===== src/rtl/dm_sba_lane.sv =====
// System-bus-access master for the debug module: size/alignment checks, byte-lane steering,
// autoincrement and a programmable stall timeout, for 32/64/128-bit buses.
module dm_sba_lane #(
  parameter int unsigned BusWidth      = 32,
  parameter int unsigned TimeoutCycles = 255
) (
  input  logic                  clk_i,
  input  logic                  rst_i,
  input  logic                  dmactive_i,
  output logic                  master_req_o,
  output logic [BusWidth-1:0]   master_add_o,
  output logic                  master_we_o,
  output logic [BusWidth-1:0]   master_wdata_o,
  output logic [BusWidth/8-1:0] master_be_o,
  input  logic                  master_gnt_i,
  input  logic                  master_r_valid_i,
  input  logic [BusWidth-1:0]   master_r_rdata_i,
  input  logic [BusWidth-1:0]   sbaddress_i,
  output logic [BusWidth-1:0]   sbaddress_o,
  input  logic                  sbaddress_write_valid_i,
  input  logic                  sbreadonaddr_i,
  input  logic                  sbautoincrement_i,
  input  logic                  sbreadondata_i,
  input  logic [2:0]            sbaccess_i,
  input  logic [BusWidth-1:0]   sbdata_i,
  input  logic                  sbdata_read_valid_i,
  input  logic                  sbdata_write_valid_i,
  output logic [BusWidth-1:0]   sbdata_o,
  output logic                  sbdata_valid_o,
  output logic                  sbbusy_o,
  output logic                  sberror_valid_o,
  output logic [2:0]            sberror_o
);

  localparam int unsigned BeW  = BusWidth / 8;
  localparam int unsigned OffW = $clog2(BeW);

  typedef enum logic [2:0] {StIdle, StRead, StWaitR, StWrite, StWaitW} state_e;

  state_e              state_q;
  logic [BusWidth-1:0] addr_q, wdata_q, rdata_q;
  logic [2:0]          size_q;
  logic [31:0]         cnt_q;
  logic                rvalid_q, err_valid_q;
  logic [2:0]          err_q;

  logic [OffW-1:0]     off;
  logic                launch_rd, launch_wr, launch_go;
  logic                size_err, align_err, launch_err, timeout_hit;
  logic [BusWidth-1:0] launch_addr, align_mask, addr_incr;
  logic [BusWidth-1:0] wdata_shift, rdata_shift, rdata_mask;
  logic [BeW-1:0]      be_mask;

  assign off = addr_q[OffW-1:0];

  // Address write takes precedence over sbdata-triggered transfers.
  always_comb begin
    launch_addr = addr_q;
    launch_rd   = 1'b0;
    launch_wr   = 1'b0;
    if (sbaddress_write_valid_i) begin
      launch_addr = sbaddress_i;
      launch_rd   = sbreadonaddr_i;
    end else if (sbdata_read_valid_i && sbreadondata_i) begin
      launch_rd = 1'b1;
    end else if (sbdata_write_valid_i) begin
      launch_wr = 1'b1;
    end
  end

  assign launch_go   = launch_rd | launch_wr;
  assign align_mask  = (BusWidth'(1) << sbaccess_i) - BusWidth'(1);
  assign size_err    = 32'(sbaccess_i) > OffW;
  assign align_err   = |(launch_addr & align_mask);
  assign launch_err  = size_err | align_err;
  assign timeout_hit = (TimeoutCycles != 0) && (cnt_q == TimeoutCycles - 1);
  assign addr_incr   = addr_q + (BusWidth'(1) << size_q);

  assign wdata_shift = wdata_q << {off, 3'b000};
  assign rdata_shift = master_r_rdata_i >> {off, 3'b000};

  always_comb begin
    be_mask    = '0;
    rdata_mask = '0;
    for (int i = 0; i < int'(BeW); i++) begin
      be_mask[i] = (i >= int'(off)) && (i < int'(off) + (1 << size_q));
      rdata_mask[8*i +: 8] = (i < (1 << size_q)) ? rdata_shift[8*i +: 8] : 8'h00;
    end
  end

  always_ff @(posedge clk_i or posedge rst_i) begin
    if (rst_i) begin
      state_q     <= StIdle;
      addr_q      <= '0;
      wdata_q     <= '0;
      rdata_q     <= '0;
      size_q      <= '0;
      cnt_q       <= '0;
      rvalid_q    <= 1'b0;
      err_valid_q <= 1'b0;
      err_q       <= '0;
    end else if (!dmactive_i) begin
      state_q     <= StIdle;
      cnt_q       <= '0;
      wdata_q     <= '0;
      rvalid_q    <= 1'b0;
      err_valid_q <= 1'b0;
    end else begin
      rvalid_q    <= 1'b0;
      err_valid_q <= 1'b0;
      if (state_q != StIdle) cnt_q <= cnt_q + 32'd1;
      if (state_q != StIdle && timeout_hit) begin
        state_q     <= StIdle;
        err_valid_q <= 1'b1;
        err_q       <= 3'd1;
      end else begin
        unique case (state_q)
          StIdle: begin
            // A failed read-on-address launch leaves the address register untouched.
            if (sbaddress_write_valid_i && !(launch_rd && launch_err)) addr_q <= sbaddress_i;
            if (launch_wr) wdata_q <= sbdata_i;
            if (launch_go) begin
              if (size_err) begin
                err_valid_q <= 1'b1;
                err_q       <= 3'd4;
              end else if (align_err) begin
                err_valid_q <= 1'b1;
                err_q       <= 3'd3;
              end else begin
                state_q <= launch_rd ? StRead : StWrite;
                size_q  <= sbaccess_i;
                cnt_q   <= '0;
              end
            end
          end
          StRead:  if (master_gnt_i) state_q <= StWaitR;
          StWrite: if (master_gnt_i) state_q <= StWaitW;
          StWaitR: begin
            if (master_r_valid_i) begin
              rdata_q  <= rdata_mask;
              rvalid_q <= 1'b1;
              state_q  <= StIdle;
              if (sbautoincrement_i) addr_q <= addr_incr;
            end
          end
          StWaitW: begin
            if (master_r_valid_i) begin
              state_q <= StIdle;
              if (sbautoincrement_i) addr_q <= addr_incr;
            end
          end
          default: state_q <= StIdle;
        endcase
      end
    end
  end

  assign sbbusy_o        = state_q != StIdle;
  assign master_req_o    = (state_q == StRead) || (state_q == StWrite);
  assign master_we_o     = state_q == StWrite;
  assign master_be_o     = master_req_o ? be_mask : '0;
  assign master_wdata_o  = master_we_o ? wdata_shift : '0;
  assign master_add_o    = addr_q;
  assign sbaddress_o     = addr_q;
  assign sbdata_o        = rdata_q;
  assign sbdata_valid_o  = rvalid_q;
  assign sberror_valid_o = err_valid_q;
  assign sberror_o       = err_q;

endmodule


===== config.mk =====
export PLATFORM = sky130hd
export DESIGN_NAME = dm_sba_lane
export DESIGN_NICKNAME = d
export VERILOG_FILES = /design/src/rtl/dm_sba_lane.sv
export SDC_FILE = /design/constraint.sdc
export NUM_CORES = 1
export LEC_CHECK = 0
export BUFFER_PORTS_ARGS = -buffer_cell sky130_fd_sc_hd__buf_2
export CAP_MARGIN = 20
export CELL_PAD_IN_SITES_DETAIL_PLACEMENT = 1
export CELL_PAD_IN_SITES_GLOBAL_PLACEMENT = 2
export CORE_MARGIN = 4
export CORE_UTILIZATION = 32
export CTS_BUF_LIST = sky130_fd_sc_hd__clkbuf_2 sky130_fd_sc_hd__clkbuf_4 sky130_fd_sc_hd__clkbuf_8
export CTS_CLUSTER_DIAMETER = 150
export DETAILED_ROUTE_END_ITERATION = 7
export PLACE_DENSITY = 0.9
export SYNTH_ARGS = -nofsm -noshare
export SYNTH_HDL_FRONTEND = slang
export SYNTH_SLANG_ARGS = --single-unit

===== constraint.sdc =====
create_clock -name clk_i -period 5.3 [get_ports clk_i]
set_input_delay 1.06 -clock clk_i [delete_from_list [all_inputs] [get_ports clk_i]]
set_output_delay 1.06 -clock clk_i [all_outputs]
set_load 0.01 [all_outputs]

# Word level (Yosys, flattened, before mapping)
# Index checks and enable logic that the tools add are counted.
[totals] register_bits=139 inputBits=110 output_inout_bits=140
[classes] addsub=4 order_cmp=12 eq_ne=17 shifts=4 n_mux=52 bitwise=6 n_reduce_logical=23
[op_table] op="32-bit two-way mux" count=16
[op_table] op="3-bit by 32-bit less-than comparator with 1-bit output (first input constant)" count=4
[op_table] op="1-bit by 32-bit less-than comparator with 1-bit output (first input constant)" count=2
[op_table] op="2-bit by 32-bit less-than comparator with 1-bit output (first input constant)" count=2
[op_table] op="32-bit case mux with 2 select lines" count=1
[op_table] op="1-bit by 3-bit << shifter with 32-bit output (first input constant)" count=2
[op_table] op="3-bit two-way mux" count=13
[op_table] op="3-bit by 32-bit adder with 32-bit output" count=1
[op_table] op="32-bit by 1-bit adder with 32-bit output (second input constant)" count=1
[op_table] op="32-bit adder" count=1
[op_table] op="32-bit AND" count=1
[op_table] op="32-bit by 8-bit equality test with 1-bit output (second input constant)" count=1
[op_table] op="8-bit two-way mux" count=4
[op_table] op="32-bit OR reduction" count=1
[op_table] op="32-bit by 5-bit << shifter with 32-bit output" count=1
[op_table] op="32-bit by 5-bit right shift with 32-bit output" count=1
[op_table] op="32-bit by 2-bit subtractor with 32-bit output (second input constant)" count=1
[op_table] op="6-bit AND reduction" count=3
[op_table] op="4-bit != test (second input constant)" count=4
[op_table] op="1-bit two-way mux" count=15
[op_table] op="3-bit case mux with 4 select lines" count=1
[op_table] op="2-bit by 1-bit != test with 1-bit output (second input constant)" count=4
[op_table] op="4-bit by 2-bit != test with 1-bit output (second input constant)" count=2
[op_table] op="4-bit AND reduction" count=2
[op_table] op="19 further kinds" count=34

# Longest topological paths before layout
# Gate-level depths: netlist of run 1.
[logic_depth] word_depth=10 mapped_depth=11

# Worst setup path before layout of run 1
# Ideal clock, no wire load.
[synth_timing] path_kind="reg-to-output" startpoint="register size_q[0]" endpoint="output port master_be_o[2]" arrival_time_ps=2310 required_ps=4240 setup_slack_ps=1930 stages_incl_launch_ff=9 n_path_buf=1 path_cell_list="dfrtp_1 -> clkbuf_1 -> nor3_1 -> ha_1 -> fa_1 -> nor2_1 -> a21oi_1 -> nor2_1 -> a221oi_1"
[synth_via] elab_chain_len=5
[synth_lines] element="start: declaration" line_no="42" source="logic [2:0] size_q;"
[synth_lines] element="start signal: assignment" line_no="131" source="size_q <= sbaccess_i;"
[synth_lines] element="1-bit by 3-bit << shifter with 32-bit output" line_no="86" source="be_mask[i] = (i >= int'(off)) && (i < int'(off) + (1 << size_q));"
[synth_lines] element="3-bit by 32-bit adder with 32-bit output" line_no="86"
[synth_lines] element="3-bit by 32-bit less-than comparator with 1-bit output" line_no="86"
[synth_lines] element="1-bit logical AND" line_no="86"
[synth_lines] element="4-bit two-way mux" line_no="161" source="assign master_be_o = master_req_o ? be_mask : '0;"
[synth_lines] element="end: declaration" line_no="14" source="output logic [BusWidth/8-1:0] master_be_o,"
# No other way between the ends.

# Worst setup path after layout of run 1
[layout_timing] startpoint="register state_q[0]" endpoint="output port master_wdata_o[0]"
[layout_via] elab_chain_len=2
[layout_lines] element="start: declaration" line_no="40" source="state_e state_q;"
[layout_lines] element="start signal: assignment" line_no="93" source="state_q <= StIdle;"
[layout_lines] element="start signal: assignment" line_no="103" source="state_q <= StIdle;"
[layout_lines] element="start signal: assignment" line_no="113" source="state_q <= StIdle;"
[layout_lines] element="3-bit by 2-bit equality test with 1-bit output" line_no="160" source="assign master_we_o = state_q == StWrite;"
[layout_lines] element="32-bit two-way mux" line_no="162" source="assign master_wdata_o = master_we_o ? wdata_shift : '0;"
[layout_lines] element="end: declaration" line_no="13" source="output logic [BusWidth-1:0] master_wdata_o,"
# No other way between the ends.

==> results of run 1 <==
[worst reg2reg max path, delay by kind of cell, from the launching register on]
family | cells | cell delay (ns)
DFF | 1 | 0.57
and+or+nand+nor | 2 | 0.42
AOI/OAI and AO/OA | 5 | 1.55
adders and majority gates | 2 | 0.69
[power breakdown]
part | internal (mW) | total (mW) | switching, mW
Clock | 0.442 | 0.922 | 0.480
Sequential | 1.26 | 1.55 | 0.289
Combinational | 0.619 | 1.51 | 0.891
[layout by cell type, fill, tap and decap left out, types with 13 or more instances in the layout]
| master | Yosys | layout |
|---|---|---|
| o22ai_1 | 13 | 13 |
| mux2i_1 | 35 | 35 |
| o31ai_1 | 20 | 20 |
| inv_1 | 16 | 15 |
| and3_1 | 16 | 16 |
| clkbuf_8 | 0 | 18 |
| nand2_1 | 83 | 83 |
| dfrtp_1 | 139 | 137 |
| xor2_1 | 24 | 24 |
| a22o_1 | 33 | 33 |
| nand3_1 | 21 | 21 |
| a21oi_1 | 47 | 46 |
| o21ai_0 | 23 | 23 |
| a31oi_1 | 14 | 13 |
| nor2b_1 | 19 | 19 |
| nand4_1 | 14 | 14 |
| a211oi_1 | 35 | 35 |
| buf_4 | 33 | 14 |
| buf_2 | 6 | 249 |
| mux2_2 | 17 | 17 |
| nor2_1 | 102 | 101 |
[worst paths after layout]
path                                                from                           end  cells after the start  slack [ns]
worst min-delay path            sbdata_o[10]$_DFFE_PP0P_      sbdata_o[10]$_DFFE_PP0P_                      2        0.47
worst max register to register     size_q[2]$_DFFE_PP0P_  master_add_o[12]$_DFFE_PP0P_                      9        1.97
max in group asynchronous                          rst_i   master_add_o[0]$_DFFE_PP0P_                      3        3.53
min in group asynchronous                          rst_i       wdata_q[25]$_DFFE_PP0P_                      2        0.70
worst max-delay path              state_q[0]$_DFFE_PP0P_             master_wdata_o[0]                      8        1.03
worst min register to register  sbdata_o[10]$_DFFE_PP0P_      sbdata_o[10]$_DFFE_PP0P_                      2        0.47
[sequential cells by signal, summed over array words and instances, names as in the netlist]
register	flops
cnt_q	32
master_add_o	32
sbdata_o	32
sbdata_valid_o	1
sberror_o	3
sberror_valid_o	1
size_q	3
state_q	3
wdata_q	32
[metrics by stage]
stage / setup slack [ns] / area, um2 / instances / hold slack (ns) / util [%]
6_report: 1.028 / 10180 / 1467 / 0.4748 / 39.06
5_1_grt: 0.7690 / 10180 / 1467 / 0.4926 / 39.06
4_1_cts: 0.9793 / 10180 / 1467 / 0.4791 / 39.06
3_5_place_dp: 1.148 / 9772 / 1435 / 0.4600 / 37.50
3_3_place_gp: 1.248 / 9772 / 1435 / 0.4561 / 37.50
2_1_floorplan: 0.5155 / 8461 / 930 / 0.4651 / -
[layout make-up]
| cell class | instances | area [um2] | area share [%] |
|---|---|---|---|
| clock buffer | 18 | 247.7 | 2.434 |
| clock inverter | 14 | 158.9 | 1.561 |
| inverter | 17 | 68.82 | 0.6761 |
| multi-input combinational | 681 | 4452 | 43.74 |
| sequential | 139 | 3481 | 34.20 |
| tap | 335 | 419.2 | 4.118 |
| timing repair buffer | 263 | 1351 | 13.28 |
[layer usage]
layer / vias to the layer above / share of wire (%)
met5: - / 0.090
met3: 49 / 5.0
met1: 4026 / 44
li1: 3761 / -
met4: 4 / 2.5
met2: 206 / 49
[cells by family after synthesis]
family,after synthesis,share of synthesized area (%)
compound gates,254,21.25
xor+xnor,36,3.727
fa+ha+maj,14,2.130
buf+inv,110,6.522
flops,139,41.11
mux,53,6.537
simple gates,324,18.72
==> results.sh, run 1 <==
export IMPL_grt_pass1_wl_mm=46.64
export IMPL_cp_arrival_ns=3.21
export IMPL_antenna_left=0
export IMPL_synth_edf_count=0
export IMPL_grt_util_met2_pct=33.13
export IMPL_finalWirelength_mm=30.05
export IMPL_ir_drop_mv=0.1695
export IMPL_synth_warnings=0
export IMPL_skew_ns=0.02365
export IMPL_synth_area_leaders="dfrtp_1, nor2_1, mux2i_1"
export IMPL_grt_max_degree=72
export IMPL_ctsResizeCount=0
export IMPL_grtUsageTotal_pct=20.08
export IMPL_cts_root_buf="clkbuf_8"
export IMPL_syn_to_final_growth_pct=20.30
export IMPL_grt_busiest_layer="met2"
export IMPL_die_w_um=170.6
export IMPL_rsz0062_at_grt="no"
export IMPL_globalRouteMet3Util_pct=4.552
export IMPL_gr_total_overflow=0
export IMPL_achievable_frequency_mhz=234.1
export IMPL_hp_class="register to register"
export IMPL_synth_main_ff_cell="dfrtp_1"
export IMPL_die_h_um=170.6
export IMPL_end_kind="output pin"
export IMPL_synth_area_um2=8461
export IMPL_outcome="completed"
export IMPL_drc=0
export IMPL_fin_crit_sh_pct=80.60
export IMPL_synth_seq_area_share_pct=41.11
export IMPL_cts_num_sinks=139
export IMPL_power_density_nw_per_um2=391.0
export IMPL_hold_violations=0
export IMPL_netlist_instances=930
export IMPL_critPathMaxStageDelay_ns=0.65
export IMPL_synth_most_common_cell="dfrtp_1"
export IMPL_path_clk_slew_ns=0.08
export IMPL_ys_types=72
export IMPL_cts_tree="done"
export IMPL_clock_path_buffers=2
export IMPL_place_congestion=0.8609
export IMPL_cts_hold_buffers=0
export IMPL_synth_common_cells="dfrtp_1, nor2_1, nand2_1"
export IMPL_use_met1_pct=26.53
export IMPL_nNetsFinal=1242
export IMPL_cts_buffers=17
export IMPL_drive_above_1_share_pct=29.06
export IMPL_clkLatencyLatePin_ns=0.46
export IMPL_total_power_mw=3.980
export IMPL_drt_vias_per_instance=5.485
export IMPL_start_util_pct=32.47
export IMPL_post_cts_buffers=0
export IMPL_io_buffer_count=249
export IMPL_cts_htree_levels=4
export IMPL_fin_crit_ns=4.272
export IMPL_critPathBufInv=3
export IMPL_synth_top_area_cell="dfrtp_1"
export IMPL_drt_pre_antenna_iters=5
export IMPL_required_ns=4.24
export IMPL_diodes=0
export IMPL_nFillCells=3122
export IMPL_dp_hpwl_mm=22.21
export IMPL_crit_type="register to output pin"
export IMPL_syn_nets=1053
export IMPL_finalSetupViolCount=0
export IMPL_pin_count=250
export IMPL_dr_total_vias=8046
export IMPL_cap_violations=0
export IMPL_worst_path_max_fanout=17
export IMPL_antenna_found_initial=2
export IMPL_design_die_area_um2=29100
export IMPL_slowest_stage="dfrtp_1"
export IMPL_drtIter0Drc=442
export IMPL_yosys_area_top_type_share_pct=41.11
export IMPL_critPathTopFamily="simple AND/OR/NAND/NOR gates"
export IMPL_drv_slew=0
export IMPL_num_rows=59
export IMPL_avgRoutedWirePerCell_um=20.49
export IMPL_tightest_slew_ns=1.086
export IMPL_yosys_register_bits=139
export IMPL_core_area_um2=26060
export IMPL_leakagePower_nw=4.788
export IMPL_synthArstFlopShare_pct=100.0
export IMPL_avgSynthCellArea_um2=9.097
export IMPL_first_global_vias=8211
export IMPL_path_cells="nand2b_1, inv_1, nand2_1, inv_1, nand2b_1, nor2_1, and2_1, buf_2"
export IMPL_relSlewSlack_pct=27.02
export IMPL_cp_start_kind="register"
export IMPL_fin_setup_tns_ns=0
(Power assumes the default switching activity.)
==> run 2, diff against run 1 <==
--- a/config.mk
+++ b/config.mk
@@ -5,16 +5,17 @@
 export SDC_FILE = /design/constraint.sdc
 export NUM_CORES = 1
 export LEC_CHECK = 0
+export ABC_AREA = 1
 export BUFFER_PORTS_ARGS = -buffer_cell sky130_fd_sc_hd__buf_2
 export CAP_MARGIN = 20
 export CELL_PAD_IN_SITES_DETAIL_PLACEMENT = 1
 export CELL_PAD_IN_SITES_GLOBAL_PLACEMENT = 2
 export CORE_MARGIN = 4
-export CORE_UTILIZATION = 32
+export CORE_UTILIZATION = 26
 export CTS_BUF_LIST = sky130_fd_sc_hd__clkbuf_2 sky130_fd_sc_hd__clkbuf_4 sky130_fd_sc_hd__clkbuf_8
 export CTS_CLUSTER_DIAMETER = 150
 export DETAILED_ROUTE_END_ITERATION = 7
-export PLACE_DENSITY = 0.9
+export PLACE_DENSITY = 0.85
 export SYNTH_ARGS = -nofsm -noshare
 export SYNTH_HDL_FRONTEND = slang
 export SYNTH_SLANG_ARGS = --single-unit
==> constraint.sdc (replaced) <==
create_clock -name clk_i -period 3.9 [get_ports clk_i]
set_input_delay 0.78 -clock clk_i [delete_from_list [all_inputs] [get_ports clk_i]]
set_output_delay 0.78 -clock clk_i [all_outputs]
set_load 0.01 [all_outputs]
==> results.sh, run 2 <==
export IMPL_start_util_pct=26.51
export IMPL_r2r_end="master_add_o[27]$_DFFE_PP0P_"
export IMPL_avgSynthCellArea_um2=6.456
export IMPL_leakagePower_nw=6.177
export IMPL_pre_cts_ws_ns=0.7258
export IMPL_utilization_pct=31.57
export IMPL_grt_util_met2_pct=30.39
export IMPL_synth_warnings=0
export IMPL_path_clk_slew_ns=0.09
export IMPL_power_density_nw_per_um2=573.5
export IMPL_place_inst=2195
export IMPL_crit_start="size_q[1]$_DFFE_PP0P_"
export IMPL_reg2regPathDepth=14
export IMPL_ctsResizeCount=0
export IMPL_tightest_slew_ns=0.8415
export IMPL_drt_vias_per_instance=4.670
export IMPL_syn_nets=1637
export IMPL_synthAdderAreaFrac_pct=1.741
export IMPL_clkLatencyLatePin_ns=0.49
export IMPL_cts_num_sinks=139
export IMPL_muxShareOfSynthArea_pct=0
export IMPL_grt_busiest_layer="met2"
export IMPL_finalWirelength_mm=37.72
export IMPL_cts_tree="done"
export IMPL_ir_drop_mv=0.2257
export IMPL_synth_common_cells="nand2_1, nor2_1, inv_1"
export IMPL_fin_crit_ns=3.595
export IMPL_first_global_vias=10790
export IMPL_dr_total_vias=10420
export IMPL_required_ns=3.12
export IMPL_synth_seq_area_share_pct=35.59
export IMPL_crit_path_end="master_be_o[1]"
export IMPL_hold_slack_ns=0.2864
export IMPL_antenna_found_initial=4
export IMPL_netlist_instances=1514
export IMPL_synth_most_common_cell="nand2_1"
export IMPL_dp_hpwl_mm=29.05
export IMPL_crit_type="register to output pin"
export IMPL_finalSetupViolCount=0
export IMPL_synth_compound_area_share_pct=8.487
export IMPL_fin_crit_sh_pct=92.18
export IMPL_nNetsFinal=1834
export IMPL_outcome="completed"
export IMPL_grtUsageTotal_pct=18.20
export IMPL_relSlewSlack_pct=43.69
export IMPL_hp_class="input pin to asynchronous set/reset pin"
export IMPL_gr_total_overflow=0
export IMPL_drive_above_1_share_pct=19.09
export IMPL_ys_types=43
export IMPL_yosys_area_top_type_share_pct=35.59
export IMPL_cap_violations=0
export IMPL_io_buffer_count=249
export IMPL_cp_start_kind="register"
export IMPL_cts_htree_levels=4
export IMPL_synth_main_ff_cell="dfrtp_1"
export IMPL_achievable_frequency_mhz=278.2
export IMPL_synth_xor_area_share_pct=2.240
export IMPL_num_rows=70
export IMPL_regToRegSetupSlack_ns=1.02
export IMPL_synth_top_area_cell="dfrtp_1"
export IMPL_grt_max_degree=80
export IMPL_final_cells=2231
export IMPL_core_area_um2=36870
export IMPL_post_cts_buffers=0
export IMPL_synth_top_family_by_area="simple AND/OR/NAND/NOR gates"
export IMPL_worst_path_max_fanout=9
export IMPL_setup_ws_ns=0.3050
export IMPL_pin_count=250
export IMPL_die_w_um=201.9
export IMPL_drtIter0Drc=493
export IMPL_drc=0
export IMPL_r2r_start="size_q[0]$_DFFE_PP0P_"
export IMPL_avgRoutedWirePerCell_um=16.91
export IMPL_synth_edf_count=0
export IMPL_grt_pass1_wl_mm=59.58
export IMPL_synthSimpleGateAreaFrac_pct=39.72
export IMPL_place_congestion=0.8515
export IMPL_synth_area_leaders="dfrtp_1, nand2_1, nand3_1"
export IMPL_use_met1_pct=24.31
export IMPL_synthArstFlopShare_pct=100.0
export IMPL_cp_arrival_ns=2.82
export IMPL_cts_hold_buffers=0
export IMPL_final_common_cell="nand2_1"
export IMPL_cts_root_buf="clkbuf_8"
export IMPL_design_die_area_um2=40760
export IMPL_mostFrequentLayoutCells="nand2_1, buf_2, nor2_1"
export IMPL_drt_pre_antenna_iters=5
export IMPL_skew_ns=0.02062
export IMPL_fin_setup_tns_ns=0
export IMPL_drv_slew=0
export IMPL_globalRouteMet3Util_pct=2.904
export IMPL_antenna_left=0
export IMPL_hold_violations=0
export IMPL_clock_path_buffers=2
export IMPL_cts_buffers=17
export IMPL_synth_area_um2=9774
export IMPL_die_h_um=201.9
export IMPL_syn_to_final_growth_pct=19.09
export IMPL_yosys_register_bits=139
export IMPL_end_kind="output pin"
export IMPL_rsz0062_at_grt="no"
## run 2: logic make-up (layout without fill, tap and decap cells)
group                      after synthesis  after routing
xor gates and xnor gates                25             25
and+or+nand+nor                        927            927
AOI/OAI and AO/OA                      148            148
DFF                                    139            139
buffers and inverters                  262            471
other                                    0              4
adders and majority gates               13             13
## run 2: metrics by stage
| step | power [mW] | area (um2) |
|---|---|---|
| floorplan | 4.390 | 9778 |
| global placement | 5.458 | 11250 |
| detailed placement | 5.554 | 11250 |
| CTS | 6.745 | 11610 |
| global route | 7.236 | 11640 |
| finish | 6.675 | 11640 |
## run 2: cell type report
| class | instances | area [um2] |
|---|---|---|
| antenna | 4 | 10.01 |
| clock buffer | 18 | 241.5 |
| clock inverter | 13 | 120.1 |
| fill | 4856 | 25230 |
| inverter | 174 | 656.9 |
| multi-input combinational | 1113 | 5109 |
| sequential | 139 | 3478 |
| tap | 504 | 630.6 |
| timing repair buffer | 266 | 1394 |
## run 2: layer usage
| metal | routed length [um] | vias to the layer above |
|---|---|---|
| met1 | 17570 | 5050 |
| met3 | 1121 | 49 |
| met4 | 947 | 0 |
| met2 | 18090 | 182 |
| li1 | - | 5138 |
| met5 | 0 | - |
## run 2: power by group
group / leakage (nW) / internal, mW / switching (mW)
combinational: 4.18 / 1.09 / 2.09
sequential: 1.83 / 1.81 / 0.517
clock: 0.167 / 0.509 / 0.659
## run 2: worst min path at each step
| stage | start | to | slack, ns |
|---|---|---|---|
| 6_report | rst_i | sbdata_o[22]$_DFFE_PP0P_ | 0.29 |
| 5_1_grt | rst_i | sbdata_valid_o$_DFF_PP0_ | 0.29 |
| 4_1_cts | rst_i | sbdata_o[4]$_DFFE_PP0P_ | 0.27 |
| 3_5_place_dp | sbdata_o[1]$_DFFE_PP0P_ | sbdata_o[1]$_DFFE_PP0P_ | 0.46 |
| 3_3_place_gp | sbdata_o[2]$_DFFE_PP0P_ | sbdata_o[2]$_DFFE_PP0P_ | 0.46 |
| 2_1_floorplan | size_q[2]$_DFFE_PP0P_ | size_q[2]$_DFFE_PP0P_ | 0.50 |
## run 2: worst max-delay path, cell delays in order (launching register included)
cell     delay (ns)
dfrtp_1        0.42
nor2_1         0.08
inv_1          0.07
nor2_1         0.05
buf_4          0.18
ha_1           0.25
fa_1           0.45
xnor2_1        0.16
nor3_1         0.14
nand2_1        0.13
o21ai_0        0.19
nor2_1         0.06
buf_2          0.15
